<file path="config.mk">
export PLATFORM = sky130hd
export DESIGN_NAME = nco_core
export DESIGN_NICKNAME = d
export VERILOG_FILES = /design/src/rtl/nco_pkg.sv /design/src/rtl/nco_qlut.sv /design/src/rtl/nco_core.sv
export SDC_FILE = /design/constraint.sdc
export NUM_CORES = 1
export LEC_CHECK = 0
export ABC_AREA = 1
export CORE_UTILIZATION = 59
export DETAILED_ROUTE_END_ITERATION = 12
export PLACE_DENSITY = 0.82
export SETUP_SLACK_MARGIN = 0.15
export SKIP_LAST_GASP = 1
export SYNTH_ARGS = -nofsm -noshare
export SYNTH_HDL_FRONTEND = slang
export SYNTH_SLANG_ARGS = --single-unit
</file>
<file path="constraint.sdc">
create_clock -name clk -period 2.2 [get_ports clk]
set_input_delay 0.66 -clock clk [delete_from_list [all_inputs] [get_ports clk]]
set_output_delay 0.66 -clock clk [all_outputs]
set_load 0.03 [all_outputs]
</file>
<file path="src/rtl/nco_pkg.sv">
// Shared definitions for the NCO: quadrant encoding, pipeline depth and the
// elaboration-time quarter-wave sine table generator.
package nco_pkg;

  typedef enum logic [1:0] {
    Q_I   = 2'd0,
    Q_II  = 2'd1,
    Q_III = 2'd2,
    Q_IV  = 2'd3
  } quad_e;

  localparam int NCO_STAGES = 3;

  // pi in unsigned Q60 fixed point
  localparam logic signed [127:0] PI_Q60 = 128'sh3243F6A8885A308D;

  // T[k] = round((2^(ow-1)-1) * sin(pi*(2k+1)/2^aw)), evaluated with a
  // fixed-point Taylor series so no real arithmetic reaches the netlist.
  function automatic int rom_entry(input int k, input int aw, input int ow);
    logic signed [127:0] x, x2, term, sum, amp;
    x    = (PI_Q60 * 128'(2 * k + 1)) >>> aw;
    x2   = (x * x) >>> 60;
    term = x;
    sum  = x;
    for (int n = 1; n <= 12; n++) begin
      term = -(((term * x2) >>> 60) / 128'(2 * n * (2 * n + 1)));
      sum  = sum + term;
    end
    amp = (128'sd1 <<< (ow - 1)) - 128'sd1;
    return int'((amp * sum + (128'sd1 <<< 59)) >>> 60);
  endfunction

endpackage

</file>
<file path="src/rtl/nco_qlut.sv">
// Quarter-wave sine lookup: quadrant decode, ROM read, mirror and negate,
// three registered stages from table address to signed sample.
module nco_qlut
  import nco_pkg::*;
#(
  parameter int LUT_AW = 8,
  parameter int OUT_W  = 16
) (
  input  logic                    clk,
  input  logic                    rst,
  input  logic [LUT_AW-1:0]       addr,
  output logic signed [OUT_W-1:0] sample
);

  localparam int IW    = LUT_AW - 2;
  localparam int DEPTH = 1 << IW;

  logic [DEPTH-1:0][OUT_W-1:0] rom;

  for (genvar k = 0; k < DEPTH; k++) begin : g_rom
    localparam int TK = rom_entry(k, LUT_AW, OUT_W);
    assign rom[k] = OUT_W'(TK);
  end

  quad_e                    q1;
  logic [IW-1:0]            i1;
  logic [IW-1:0]            rd_idx;
  logic signed [OUT_W-1:0]  mag2;
  logic                     neg2;

  // quadrants II and IV walk the stored quarter backwards
  assign rd_idx = ((q1 == Q_II) || (q1 == Q_IV)) ? ~i1 : i1;

  always_ff @(posedge clk or negedge rst) begin
    if (!rst) begin
      q1     <= Q_I;
      i1     <= '0;
      mag2   <= '0;
      neg2   <= 1'b0;
      sample <= '0;
    end else begin
      q1     <= quad_e'(addr[LUT_AW-1 -: 2]);
      i1     <= addr[IW-1:0];
      mag2   <= rom[rd_idx];
      neg2   <= (q1 == Q_III) || (q1 == Q_IV);
      sample <= neg2 ? -mag2 : mag2;
    end
  end

endmodule

</file>
<file path="src/rtl/nco_core.sv">
// Numerically controlled oscillator: tunable phase accumulator plus offset
// feeding quarter-wave sine lookup. Define NCO_QUAD_EN for the cos_out path.
module nco_core
  import nco_pkg::*;
#(
  parameter int ACC_W  = 24,
  parameter int LUT_AW = 8,
  parameter int OUT_W  = 16
) (
  input  logic                    clk,
  input  logic                    rst,
  input  logic                    en,
  input  logic [ACC_W-1:0]        ftw_in,
  input  logic                    ftw_load,
  input  logic [ACC_W-1:0]        pofs_in,
  input  logic                    phase_clr,
  output logic signed [OUT_W-1:0] sine_out,
  output logic                    out_valid
`ifdef NCO_QUAD_EN
  ,
  output logic signed [OUT_W-1:0] cos_out
`endif
);

  logic [ACC_W-1:0]      acc, ftw, phase;
  logic [LUT_AW-1:0]     sin_addr;
  logic [NCO_STAGES:1]   vld_pipe;
  logic                  phase_lsb_unused;

  always_ff @(posedge clk or negedge rst) begin
    if (!rst) begin
      acc      <= '0;
      ftw      <= '0;
      vld_pipe <= '0;
    end else begin
      if (ftw_load) ftw <= ftw_in;
      if (phase_clr)  acc <= '0;
      else if (en)    acc <= acc + ftw;
      vld_pipe <= {vld_pipe[NCO_STAGES-1:1], en};
    end
  end

  assign phase     = acc + pofs_in;
  assign sin_addr  = phase[ACC_W-1 -: LUT_AW];
  assign out_valid = vld_pipe[NCO_STAGES];

  // fractional phase bits are truncated, not rounded
  assign phase_lsb_unused = ^phase[ACC_W-LUT_AW-1:0];

  nco_qlut #(.LUT_AW(LUT_AW), .OUT_W(OUT_W)) u_sin (
    .clk    (clk),
    .rst    (rst),
    .addr   (sin_addr),
    .sample (sine_out)
  );

`ifdef NCO_QUAD_EN
  // a quarter turn only touches the table-address bits
  localparam logic [LUT_AW-1:0] QTR = {2'b01, {(LUT_AW-2){1'b0}}};

  logic [LUT_AW-1:0] cos_addr;
  assign cos_addr = sin_addr + QTR;

  nco_qlut #(.LUT_AW(LUT_AW), .OUT_W(OUT_W)) u_cos (
    .clk    (clk),
    .rst    (rst),
    .addr   (cos_addr),
    .sample (cos_out)
  );
`endif

endmodule

</file>
### Word-level counts from Yosys, hierarchy flattened

Memories as Yosys holds them, arrays and structs flattened. A register that Yosys moved wholly into a read port is not among the register bits.
Cells that the tools add are included.

| cells by class | value |
|---|---|
| $add $sub $neg | 3 |
| equality and inequality tests | 3 |
| mux-type cells | 4 |
| bitwise logic cells | 1 |
| reduce and logical (&&, ||, !) cells | 4 |

Operators with widths:

| cell | count |
|---|---|
| 24-bit adder | 2 |
| 24-bit two-way mux | 2 |
| 16-bit two-way mux | 1 |
| 16-bit negator | 1 |
| 6-bit two-way mux | 1 |
| 6-bit NOT | 1 |
| 2-bit equality test (second input constant) | 2 |
| 2-bit by 1-bit equality test with 1-bit output (second input constant) | 1 |
| 1-bit logical OR | 2 |
| 2-bit nonzero test | 1 |
| 1-bit logical NOT | 1 |

| storage, ports and cells | value |
|---|---|
| bits in registers | 76 |
| ROM bits | 1024 |
| bits of input ports | 53 |
| logic and storage cells | 23 |
| memories | 1 |

Memory list:

| memory | words | width | read ports | clocked after memory_dff | write ports | RTL line | source |
|---|---|---|---|---|---|---|---|
| (no name shown) | 64 | 16 | 1 | 1 | 0 | nco_qlut.sv:44 | `mag2 <= rom[rd_idx];` |

### Logic depth before layout (Yosys ltp)

Gate-level depths: netlist of the first run.

| depth | value |
|---|---|
| word-level depth | 3 |
| mapped depth | 13 |
| mapped depth without buffers | 12 |

### Modules after synthesis

A second synthesis of the first run with hierarchy kept.

| second synthesis, totals | value |
|---|---|
| cell total of the unflattened synthesis | 1151 |
| area, all modules | 7692.4 um^2 |

By module, submodules not included:

| module | times used | cells each | area each (um^2) |
|---|---|---|---|
| nco_core | 1 | 729 | 4729.5 |
| nco_qlut | 1 | 422 | 2962.8 |

### Least setup slack after synthesis of the first run

Ideal clock, no wire load.

| timing path | value |
|---|---|
| path type | register -> register |
| from | register u_sin.q1[0] |
| to | register u_sin.mag2[1] |
| arrival | 1840 ps |
| path slack | 236 ps |
| stages on the path, launching flop included | 11 |
| buffers on the path | 1 |
| period minus slack after synthesis | 1964 ps |
| path through | dfrtp_1 -> buf_12 -> xor2_4 -> inv_2 -> ha_1 -> inv_1 -> nand2_1 -> nand2_2 -> a21oi_1 -> o211ai_1 -> nand2_1 |

| on the way | value |
|---|---|
| cells in the longest elaborated chain, start to end | 3 |
| elaborated cells on any way between the ends | 4 |
| classes of those cells | 2 x eq/ne; 1 x mux; 1 x reduce/logical |

Ends and longest elaborated chain:

| element | RTL line | source |
|---|---|---|
| start: declaration | nco_qlut.sv:25 | `quad_e q1;` |
| start signal: assignment | nco_qlut.sv:42 | `q1 <= quad_e'(addr[LUT_AW-1 -: 2]);` |
| 2-bit by 1-bit equality test with 1-bit output or 2-bit equality test (tied branches) | nco_qlut.sv:32 | `assign rd_idx = ((q1 == Q_II) \|\| (q1 == Q_IV)) ? ~i1 : i1;` |
| 1-bit logical OR * | nco_qlut.sv:32 |  |
| 6-bit two-way mux * | nco_qlut.sv:32 |  |
| end: declaration | nco_qlut.sv:28 | `logic signed [OUT_W-1:0] mag2;` |

Mark *: on every way between the ends. The rest lies on a longest branch, timed or not.
A chain may end at the register's enable or synchronous reset.

### Worst setup path after layout of the first run

| timing path | value |
|---|---|
| from | register vld_pipe[3] (netlist name) |
| to | output port out_valid |

RTL lines:

| element | RTL line | source |
|---|---|---|
| start: declaration | nco_core.sv:27 | `logic [NCO_STAGES:1] vld_pipe;` |
| start signal: assignment | nco_core.sv:39 | `vld_pipe <= {vld_pipe[NCO_STAGES-1:1], en};` |
| end: declaration | nco_core.sv:18 | `output logic out_valid` |

No word-level cell between the ends.

==> results of run 1 <==
through the flow:
stage,power (mW),util,hold slack (ps),std cells
2_1_floorplan,7.718,-,331.2,1098
3_3_place_gp,9.842,0.6988,334.5,1367
3_5_place_dp,9.890,0.6988,342.0,1367
4_1_cts,11.53,0.7229,206.7,1383
5_1_grt,12.76,0.7520,226.4,1384
6_report,11.94,0.7520,201.8,1384
kinds of logic (layout without fill, tap and decap cells):
group           count (synthesis)  after routing  share of synthesized area
compound gates                140            140                     0.1061
xor+xnor                       22             22                    0.03573
fa+ha+maj                      58             58                    0.09518
buf+inv                       162            276                    0.09063
flops                          91             91                     0.2956
mux                            24             24                    0.03508
simple gates                  601            601                     0.3417
routing by layer:
metal,track usage,vias up
li1,-,3776
met1,0.4115,3587
met2,0.5890,300
met3,0.05189,73
met4,0.1821,0
met5,0,-
path summary, 6_finish.rpt:
path / end / slack (ps) / cells past startpoint
max reg2reg: u_sin.mag2[8] / 200 / 10
min: u_sin.sample[13] / 200 / 1
max in group asynchronous: ftw[10] / 1420 / 2
max: out_valid / 190 / 1
min reg2reg: vld_pipe[3] / 350 / 0
min in group clk: vld_pipe[3] / 350 / 0
flip-flops by register name (all words and copies together) (netlist names):
register and flops:
acc 24, ftw 24, u_sin.i1 6, u_sin.mag2 15, u_sin.neg2 1, u_sin.q1 2
u_sin.sample 16, vld_pipe 3
power breakdown:
part	switching (mW)	total, mW	internal [mW]
registers	0.432	2.61	2.18
logic	4.96	7.74	2.78
clock network	0.695	1.59	0.898
total	6.09	11.9	5.85
cell type report:
class                      instances  area (sq um)
multi-input combinational        845          5054
fill                             989          3143
sequential                        91          2278
timing repair buffer             118          1127
inverter                         142         548.0
clock buffer                       9         225.2
tap                              172         215.2
clock inverter                     7         80.08
synth_stat cells (3+ instances only):
| library cell | count |
|---|---|
| nand2_1 | 360 |
| inv_1 | 131 |
| dfrtp_1 | 91 |
| nor2_1 | 91 |
| nand3_1 | 69 |
| ha_1 | 57 |
| a21oi_1 | 49 |
| o21ai_0 | 37 |
| mux2_2 | 24 |
| nand4_1 | 22 |
| xor2_1 | 16 |
| o21ai_1 | 15 |
| nand2_4 | 12 |
| nor3_1 | 12 |
| nand2_2 | 11 |
| buf_2 | 7 |
| inv_2 | 7 |
| o21bai_1 | 7 |
| clkbuf_1 | 6 |
| nor2_2 | 6 |
| o211ai_1 | 6 |
| or2_2 | 5 |
| a31oi_1 | 4 |
| buf_6 | 4 |
| a32o_1 | 3 |
| nand3b_1 | 3 |
| o31ai_1 | 3 |
repair_timing:
item / 4_1_cts / 5_1_grt
pin swaps: 1 / 13
setup buffers: 0 / 1
resized for setup: 6 / 74
endpoints found under the setup margin: 11 / 39
==> impl_metrics.yaml, run 1 <==
outcome:
  status: "complete, no violations"
sta:
  hold_viol_final: 0
  fin_tns_setup_ps: 0
  finalSetupViolations: 0
  post-route-period-util: 0.9154
  slew_headroom: 0.6337
  maxSlewViolCount: 0
  fmax_mhz: 496.6
  setup_ws_ps: 186.2
  fin_skew_ps: 14.62
  fin_crit_ps: 2014
  rsz0062_at_grt: "yes"
  worst_pin_slew_ps: 544.4
grt:
  grt_pass1_vias: 7280
  globalRoute.totalOverflow: 0
  track_usage: 0.3417
  antenna_found_initial: 0
  grt_max_degree: 36
  grt_pass1_wl_um: 35050
clock_network:
  ctsRootBufferMaster: "clkbuf_16"
  cts.sinks: 91
  cts.reportedPaths.clkPinSlew_ps: 70
  cts-buffers-inserted: 9
  htree_levels: 3
  clock_path_buffers: 2
  cts_tree: "done"
  hold_buffers: 0
  insertion_delay_ps: 360
setup_path:
  crit_path_end_kind: "output pin"
  worstPathRequired_ps: 1540
  timing.rr.start: "u_sin.i1[1]"
  worstPathArrival_ps: 1350
  crit_path_start: "vld_pipe[3]"
  crit_fanout: 1
  cp-start-kind: "flop"
  crit_chain: "clkdlybuf4s50_1"
  slowest_stage: "clkdlybuf4s50_1"
  path_buf_inv: 1
  crit_type: "reg -> out"
  critPathTopFamily: "buffers and inverters"
  max_stage_delay_ps: 680
cells_and_area:
  layout_commonest_cell: "nand2_1"
  nNetsFinal: 1318
  syn_to_final_growth_pct: 23.68
  mostFrequentLayoutCells: "352 x nand2_1, 130 x inv_1, 90 x dfrtp_1"
  diodes: 0
  drive_gt1_frac: 0.1675
  stdcell_area_sq_um: 9528
placed_design:
  hpwl_um: 17260
  place_area_sq_um: 8855
  dp_slack_ps: -310.4
  gp_congestion: 0.9721
  numPortBuffers: 69
floorplan:
  chipWidth_um: 116.3
  dieArea_sq_um: 13520
  io_pins: 70
  dieHeight_um: 116.3
  rows: 41
  initial_utilization: 0.6080
  coreArea_sq_um: 12670
drt:
  wl_met3_um: 1288
  drc_errors: 0
  routed_wl_um: 22380
  wl_per_cell_um: 16.17
  initialDrtViolationCount: 622
  routed-wl-met2_um: 11040
  vias: 7736
  firstDrtPassIters: 7
  vias_per_cell: 5.590
  highest_layer: "met4"
  drt-met1-wl_um: 9107
  ant_nets: 0
hold_path:
  hold_class: "in -> async"
yosys:
  synthesis.nets: 1209
  syn_area_sq_um: 7704
  ys_types: 54
  synth_top_area_cell: "dfrtp_1"
  ys_seq_area_frac: 0.2956
  syn_area_per_cell_sq_um: 7.016
  yosys_warnings: 0
  ys_async_sr_fraction: 1.000
  synth_edf_count: 0
  synth_top_area_frac: 0.2956
  synth-main-ff-cell: "dfrtp_1"
  syn_inst: 1098
  synth_seq_cells: 91
  synth_area_leaders: "dfrtp_1 30%, nand2_1 18%, ha_1 9.3%"
pwr:
  p_leak_nw: 4.974
  p_per_area_nw_per_um2: 1253
  ir_drop_uv: 575.2
run:
  drv_cap: 0
Note: power is estimated with default switching activity, not from simulation.
==> run 2, diff against run 1 <==
--- a/config.mk
+++ b/config.mk
@@ -11,6 +11,7 @@
 export PLACE_DENSITY = 0.82
 export SETUP_SLACK_MARGIN = 0.15
 export SKIP_LAST_GASP = 1
+export SLEW_MARGIN = 20
 export SYNTH_ARGS = -nofsm -noshare
 export SYNTH_HDL_FRONTEND = slang
 export SYNTH_SLANG_ARGS = --single-unit
==> constraint.sdc (replaced) <==
create_clock -name clk -period 2.1 [get_ports clk]
set_input_delay 0.63 -clock clk [delete_from_list [all_inputs] [get_ports clk]]
set_output_delay 0.63 -clock clk [all_outputs]
set_load 0.03 [all_outputs]
==> run 2 against run 1 <==
  * Hold slack got worse by 44 ps
  * Combinational power rose by 16%
  * Setup slack got worse by 150 ps
  * Power rose by 11%
  * Largest cell class unchanged
  * Die area did not move
  * Final cell count rose by 1.4%
  * Global-route usage rose by 0.086 points
  * Via count rose by 4.2%
  * Highest routed layer unchanged
==> impl_metrics.yaml, run 2 (synthesized netlist as in run 1, its figures left out) <==
run:
  drv_cap: 0
floorplan:
  chipWidth_um: 116.3
  io_pins: 70
  dieArea_sq_um: 13520
  dieHeight_um: 116.3
  initial_utilization: 0.6080
  coreArea_sq_um: 12670
  rows: 41
pwr:
  p_leak_nw: 5.015
  p_per_area_nw_per_um2: 1331
  clockPowerShare: 0.118
  p_int_mw: 6.520
  p_switching_mw: 6.770
  ir_drop_uv: 705.7
  total_power_mw: 13.29
  pwr-share-seq: 0.207
  swShare: 0.5094
  combPwrFrac: 0.675
grt:
  grt_pass1_vias: 7191
  grt_busiest_layer: "met2"
  track_usage: 0.3426
  use_met1: 0.4185
  grt_pass1_wl_um: 34870
  antenna_found_initial: 0
  grt_use_met2: 0.5767
  globalRoute.totalOverflow: 0
  globalRouteMet3Util: 0.04982
  grt_max_degree: 36
clock_network:
  cts.sinks: 91
  clock_path_buffers: 2
  ctsRootBufferMaster: "clkbuf_16"
  cts_tree: "done"
  hold_buffers: 0
  cts.reportedPaths.clkPinSlew_ps: 70
  htree_levels: 3
  cts-buffers-inserted: 9
  insertion_delay_ps: 350
setup_path:
  worstPathRequired_ps: 2340
  timing.rr.start: "u_sin.q1[0]"
  cp-start-kind: "input pin"
  crit_path_start: "pofs_in[8]"
  crit_fanout: 3
  crit_type: "in -> reg"
  crit_path_end_kind: "flop"
  worstPathArrival_ps: 2310
drt:
  routed_wl_um: 24490
  wl_per_cell_um: 17.46
  initialDrtViolationCount: 728
  ant_nets: 0
  vias: 8060
  drc_errors: 0
  vias_per_cell: 5.745
  firstDrtPassIters: 5
cells_and_area:
  final_cells: 1403
  mostFrequentLayoutCells: "342 x nand2_1, 127 x inv_1, 89 x dfrtp_1"
  diodes: 0
  syn_to_final_growth_pct: 29.58
  layout_commonest_cell: "nand2_1"
  fill_cells: 885
  seq_area_sq_um: 2280
  reg_top3: "acc: 24 flops, ftw: 24 flops, u_sin.sample: 16 flops"
  multiInputGateArea_sq_um: 5369
  postLayoutCoreUtil: 0.7878
  nNetsFinal: 1337
  drive_gt1_frac: 0.2193
hold_path:
  hold_class: "in -> async"
sta:
  setup_ws_ps: 37.13
  fin_crit_ps: 2063
  fin_skew_ps: 5.341
  slew_headroom: 0.6773
  worst_pin_slew_ps: 483.5
  maxSlewViolCount: 0
  post-route-period-util: 0.9823
  fmax_mhz: 484.8
  finalSetupViolations: 0
  hold_viol_final: 0
  rsz0062_at_grt: "yes"
placed_design:
  placed_cells: 1376
  dp_slack_ps: -368.4
  hpwl_um: 17680
  numPortBuffers: 69
  gp_congestion: 0.9843
outcome:
  status: "complete, no violations"
==> run 2: changes by cell type in the layout (fill, tap and decap cells not counted), moves of 5 or more <==
cell,change
ha_4,+14
nor2_4,+5
dlygate4sd2_1,+17
dlymetal6s2s_1,-10
buf_4,+13
nor2_1,-5
clkdlybuf4s50_1,-7
nand2_1,-10
ha_1,-17
nand2_2,+9
==> run 2: layout make-up <==
cell class	instances	area share
tap	172	0.02156
inverter	142	0.05553
multi-input combinational	845	0.5379
sequential	91	0.2284
clock buffer	10	0.02294
timing repair buffer	137	0.1284
clock inverter	6	0.005390
==> run 2: repair_timing <==
item	CTS	global route
endpoints found under the setup margin	44	38
gates cloned	0	0
resized for setup	37	111
pin swaps	1	29
setup buffers	1	10
==> run 2: critical path, cell delays in order <==
cell and delay [ps]:
clkdlybuf4s50_1 500, ha_4 220, nand2_1 80, nand2_1 90, buf_4 150, o21bai_1 170, nand2_1 80, nand2_1 110
nand3_1 110, nand2_1 100, nand2_1 70
==> run 2: power groups by stage <==
stage / logic, mW / registers (mW) / clock network [mW]
2_1_floorplan: 5.24 / 2.89 / 0
3_3_place_gp: 7.94 / 2.69 / 0
3_5_place_dp: 7.95 / 2.71 / 0
4_1_cts: 7.94 / 2.68 / 1.58
5_1_grt: 9.67 / 2.79 / 1.65
6_report: 8.97 / 2.76 / 1.57
==> run 2: final timing paths <==
kind	end	slack, ps	cells after the start
worst min register to register	vld_pipe[3]	350	0
min in group clk	vld_pipe[3]	350	0
max in group asynchronous	ftw[5]	1400	2
worst max-delay path	u_sin.i1[5]	40	11
worst min-delay path	u_sin.mag2[0]	160	1
worst max register to register	u_sin.mag2[5]	150	8
==> run 2: metrics by stage <==
step	hold slack (ps)	cell area (sq um)	TNS, ps
2_1_floorplan	331.2	7716	0
3_3_place_gp	333.8	8960	-1869
3_5_place_dp	337.3	8960	-2263
4_1_cts	154.3	9303	0
5_1_grt	165.1	9982	-19.57
6_report	158.2	9982	0
==> run 2: routing by layer <==
layer,up-vias,wire length [um]
li1,3814,-
met1,3734,9573
met2,416,11910
met3,96,1640
met4,0,1362
met5,-,0
